$ cat src/rtl/bram_port_requester.sv
// Request/response initiator for one port of a read-first BRAM.
// Tracks the fixed read latency and returns one in-order response per accepted request.
module bram_port_requester #(
    parameter int unsigned DATA_WIDTH   = 88,
    parameter int unsigned ADDR_WIDTH   = 10,
    parameter int unsigned READ_LATENCY = 2,
    parameter int unsigned RESP_DEPTH   = 4
) (
    input  logic                  clock,
    input  logic                  resetn,
    input  logic                  flush,
    input  logic                  req_valid,
    output logic                  req_ready,
    input  logic                  req_write,
    input  logic [ADDR_WIDTH-1:0] req_addr,
    input  logic [DATA_WIDTH-1:0] req_wdata,
    output logic                  resp_valid,
    input  logic                  resp_ready,
    output logic [DATA_WIDTH-1:0] resp_rdata,
    output logic                  resp_write,
    output logic                  bram_en,
    output logic                  bram_we,
    output logic [ADDR_WIDTH-1:0] bram_addr,
    output logic [DATA_WIDTH-1:0] bram_din,
    output logic                  bram_regce,
    input  logic [DATA_WIDTH-1:0] bram_dout
);

    localparam int unsigned OCC_W = $clog2(RESP_DEPTH + 1);
    localparam int unsigned PTR_W = $clog2(RESP_DEPTH);
    localparam logic [OCC_W-1:0] DEPTH_C  = OCC_W'(RESP_DEPTH);
    localparam logic [PTR_W-1:0] LAST_PTR = PTR_W'(RESP_DEPTH - 1);

    logic [OCC_W-1:0]        occ;
    logic [OCC_W-1:0]        count;
    logic [PTR_W-1:0]        head;
    logic [PTR_W-1:0]        tail;
    logic [READ_LATENCY-1:0] pipe_valid;
    logic [READ_LATENCY-1:0] pipe_write;
    logic [DATA_WIDTH-1:0]   fifo_data [RESP_DEPTH];
    logic [RESP_DEPTH-1:0]   fifo_wr;
    logic                    accept;
    logic                    push;
    logic                    pop;

    function automatic logic [PTR_W-1:0] ptr_next(input logic [PTR_W-1:0] p);
        return (p == LAST_PTR) ? '0 : p + PTR_W'(1);
    endfunction

    // Slots are reserved at accept time, so the FIFO can never overflow.
    assign req_ready  = resetn && (occ < DEPTH_C) && !flush;
    assign accept     = req_valid && req_ready;
    assign bram_en    = accept;
    assign bram_we    = accept && req_write;
    assign bram_addr  = req_addr;
    assign bram_din   = req_wdata;

    assign push       = pipe_valid[READ_LATENCY-1] && !flush;
    assign resp_valid = (count != '0);
    assign pop        = resp_valid && resp_ready && !flush;
    assign resp_rdata = fifo_data[head];
    assign resp_write = fifo_wr[head];

    generate
        if (READ_LATENCY == 2) begin : g_regce
            assign bram_regce = pipe_valid[0];
        end else begin : g_no_regce
            assign bram_regce = 1'b0;
        end
    endgenerate

    // Latency-tracking shift register: one {valid, is_write} per BRAM pipeline stage.
    always_ff @(posedge clock or negedge resetn) begin
        if (!resetn) begin
            pipe_valid <= '0;
            pipe_write <= '0;
        end else begin
            pipe_write[0] <= req_write;
            for (int i = 1; i < READ_LATENCY; i++) begin
                pipe_write[i] <= pipe_write[i-1];
            end
            if (flush) begin
                pipe_valid <= '0;
            end else begin
                pipe_valid[0] <= accept;
                for (int i = 1; i < READ_LATENCY; i++) begin
                    pipe_valid[i] <= pipe_valid[i-1];
                end
            end
        end
    end

    // Pointers, buffered count and total occupancy; flush wins over push and pop.
    always_ff @(posedge clock or negedge resetn) begin
        if (!resetn) begin
            head  <= '0;
            tail  <= '0;
            count <= '0;
            occ   <= '0;
        end else if (flush) begin
            head  <= '0;
            tail  <= '0;
            count <= '0;
            occ   <= '0;
        end else begin
            if (push) begin
                tail <= ptr_next(tail);
            end
            if (pop) begin
                head <= ptr_next(head);
            end
            case ({push, pop})
                2'b10:   count <= count + OCC_W'(1);
                2'b01:   count <= count - OCC_W'(1);
                default: count <= count;
            endcase
            case ({accept, pop})
                2'b10:   occ <= occ + OCC_W'(1);
                2'b01:   occ <= occ - OCC_W'(1);
                default: occ <= occ;
            endcase
        end
    end

    // Response storage is plain data and deliberately not reset.
    always_ff @(posedge clock) begin
        if (push) begin
            fifo_data[tail] <= bram_dout;
            fifo_wr[tail]   <= pipe_write[READ_LATENCY-1];
        end
    end

endmodule

$ cat config.mk
export PLATFORM = sky130hd
export DESIGN_NAME = bram_port_requester
export DESIGN_NICKNAME = d
export VERILOG_FILES = /design/src/rtl/bram_port_requester.sv
export SDC_FILE = /design/constraint.sdc
export NUM_CORES = 1
export LEC_CHECK = 0
export ABC_AREA = 0
export CORE_MARGIN = 1.5
export CORE_UTILIZATION = 50
export CTS_BUF_LIST = sky130_fd_sc_hd__clkbuf_8
export DETAILED_ROUTE_END_ITERATION = 8
export PLACE_DENSITY = 0.79
export SYNTH_ARGS = -nofsm -noshare
export SYNTH_HDL_FRONTEND = slang
export SYNTH_SLANG_ARGS = --single-unit
$ cat constraint.sdc
create_clock -name clock -period 4.3 [get_ports clock]
set_input_delay 0.86 -clock clock [delete_from_list [all_inputs] [get_ports clock]]
set_output_delay 0.86 -clock clock [all_outputs]
set_load 0.02 [all_outputs]
==> results of run 1 <==
## flip-flops by register name, summed over array words and instances (netlist names)
signal and flops:
fifo_wr 4, tail 2, count 3, occ 3, fifo_data 352, pipe_write 2
pipe_valid 2, head 2
## metal layers
layer,GRT usage (%),vias up,share of wire (%)
met3,6.904,67,9.2
met1,20.91,3316,39
met4,5.942,0,2.4
met5,0,-,0
met2,28.14,249,49
li1,-,2825,-
## final timing paths
check                                    from                to  slack (ns)  cells after the start
worst min-delay path            pipe_write[0]     pipe_write[1]        0.35                      0
worst max register to register  pipe_valid[1]  fifo_data[2][45]        2.09                      3
max in group asynchronous              resetn           head[0]        3.46                      2
worst max-delay path                  head[0]    resp_rdata[15]        0.56                      3
worst min register to register  pipe_write[0]     pipe_write[1]        0.35                      0
min in group asynchronous              resetn            occ[1]        0.64                      2
## cell type report
type	count	area [µm²]	area share, %
Clock buffer	57	784.5	4.590
Tap cell	384	480.5	2.811
Clock inverter	40	202.7	1.186
Timing Repair Buffer	202	2059	12.05
Inverter	3	11.26	0.06589
Sequential cell	370	11050	64.64
Multi-Input combinational cell	155	2505	14.66
## through the flow
stage | std cells | power, mW | util (%) | setup slack, ns | instance area [µm²]
after floorplan | 651 | 5.287 | - | 0.6872 | 14470
after global placement | 1114 | 5.738 | 56.26 | 0.9074 | 16100
after detailed placement | 1114 | 5.756 | 56.26 | 0.9037 | 16100
after CTS | 1211 | 8.297 | 59.71 | 0.4749 | 17090
after global routing | 1211 | 8.525 | 59.71 | 0.3795 | 17090
final | 1211 | 8.191 | 59.71 | 0.5623 | 17090
## worst max-delay path: stages, from the launching register on
cell and delay, ns:
dfrtp_4 0.70, buf_12 0.36, mux4_2 0.57, clkdlybuf4s50_1 0.58
## cells in the final DEF (no fill, tap or decap), types with 5 or more instances in the layout
| master | netlist | layout |
|---|---|---|
| edfxtp_1 | 356 | 356 |
| clkdlybuf4s50_1 | 0 | 187 |
| mux4_2 | 89 | 89 |
| clkbuf_8 | 0 | 57 |
| inv_1 | 3 | 18 |
| clkinv_1 | 0 | 15 |
| dfrtp_1 | 14 | 12 |
| buf_4 | 100 | 9 |
| nand3_1 | 8 | 8 |
| nor2_1 | 8 | 8 |
| buf_12 | 0 | 6 |
| nor2b_1 | 5 | 5 |
| nand2_1 | 5 | 5 |
| ha_1 | 5 | 5 |
## power by group through the flow
stage / sequential, mW / clock (mW) / combinational, mW
after global placement: 4.16 / 0 / 1.58
after global routing: 4.10 / 2.76 / 1.67
after detailed placement: 4.16 / 0 / 1.59
after floorplan: 4.10 / 0 / 1.19
after CTS: 4.09 / 2.61 / 1.60
final: 4.08 / 2.53 / 1.57
## kinds of logic (layout without fill, tap and decap cells)
family / after synthesis / count (layout) / share of synthesized area [%]
flip-flops: 370 / 370 / 76.29
buffers and inverters: 126 / 302 / 6.475
multiplexers: 91 / 91 / 13.99
AND/OR/NAND/NOR: 45 / 45 / 1.772
AO/OA/AOI/OAI: 8 / 8 / 0.4323
adder cells (fa/ha/maj): 7 / 7 / 0.7089
XOR/XNOR: 4 / 4 / 0.3372
==> impl_metrics.csv, run 1 <==
group,metric,value,unit
synthesis,ys_async_sr_fraction,3.784,%
synthesis,yosys_warnings,0,
drt,postRouteAntennaNets,0,
placed_design,place.gp.congestion,0.7313,
drt,wl_per_cell,20.91,µm
drt,viasPerCell,5.332,
final_layout,area_growth,18.09,%
critical_path,endpoint_kind,"output pin",
sta,hold_viol,0,
global_routing,grt_max_degree,49,
cts,ctsHoldBuffers,0,
synthesis,ys_ff_latch,370,
power,power_frac_clock,30.9,%
sta,tns,0,ns
global_routing,grt_antenna_before_repair,0,
floorplanning,die_w,173.1,µm
synthesis,yosys-top-cells-count,"edfxtp_1 (356), buf_4 (100), mux4_2 (89)",
run_status,status,"completed",
cts,clockBufferDepth,3,
cts,cts.sinks,370,
final_layout,layout-drive-gt1-share,21.64,%
final_layout,nets,986,
floorplanning,rows,62,
drt,drt_iter0_markers,449,
floorplanning,die_height,173.1,µm
drt,first_pass_iters,4,
synthesis,synthTopCellsByArea,"edfxtp_1 (74%), mux4_2 (14%), buf_4 (5.2%)",
sta,final-max-slew-violation-count,0,
power,power.switching,2.042,mW
critical_path,crit_path_max_fanout,47,
sta,period_share,86.92,%
cts,cts-htree-levels,2,
floorplanning,initial_core_util,50.56,%
critical_path,arrival,2.88,ns
drt,drc_errors,0,
sta,min_period,3.738,ns
global_routing,track_usage,17.21,%
power,combPwrFrac,19.2,%
power,intPower,6.149,mW
synthesis,syn_nets,850,
critical_path,startpoint_type,"flop",
sta,slew_headroom,53.22,%
power,p_seq_share,49.9,%
synthesis,yosys.area.top_type_share,73.87,%
cts,path_clk_slew,0.06,ns
cts,ctsRootBufferMaster,"clkbuf_8",
cts,post_cts_buffers,0,
synthesis,synth_edf_count,356,
synthesis,yosys.area.top_type,"edfxtp_1",
sta,hold_slack,0.3463,ns
global_routing,grt_pass1_vias,7001,
power,p_per_area,479.2,nW/µm²
floorplanning,io-pin-count,384,
synthesis,synth_area,14470,µm²
global_routing,grt_overflow,0,
sta,setup_viol,0,
synthesis,syn_inst,651,
synthesis,yosysSeqAreaShare,76.29,%
synthesis,synth_ff_type,"edfxtp_1",
hold_path,hp-class,"reg -> reg",
power,peakVddDrop,332.2,µV
sta,grt_setup_unrepaired,"false",
sta,fmax,0.2675,GHz
global_routing,grt_pass1_wl,39690,µm
placed_design,numPortBuffers,187,
sta,clock_skew,0.02841,ns
synthesis,synth.most_common_cell,"edfxtp_1",
synthesis,syn_avg_cell_area,22.23,µm²
power,switching_share,24.93,%
cts,cts_tree,"done",
drt,wl,25320,µm
cts,postCtsResizedCells,0,
drt,vias,6457,
critical_path,critical_path_class,"reg -> out",
critical_path,worst_ep_required_time,3.44,ns
cts,cts_buffers,55,
floorplanning,core,28630,µm²
cts,clock_latency,0.57,ns
synthesis,ys_types,34,
floorplanning,dieArea,29980,µm²
sta,tightest_slew,0.7016,ns
final_layout,antenna_cells,0,
flow_run,drv_cap,0,
power,p_leak,5.409,nW
final_layout,fill_cells,1972,
placed_design,hpwlAfterDp,15440,µm
No activity file was read; power rests on OpenSTA's default activity.
==> inputs of run 2 (changes only) <==
Settings changed: ABC_CLOCK_PERIOD_IN_PS set to 4300.
==> results of run 2 <==
The final DEF is identical to that of run 1; final timing and power are the same.
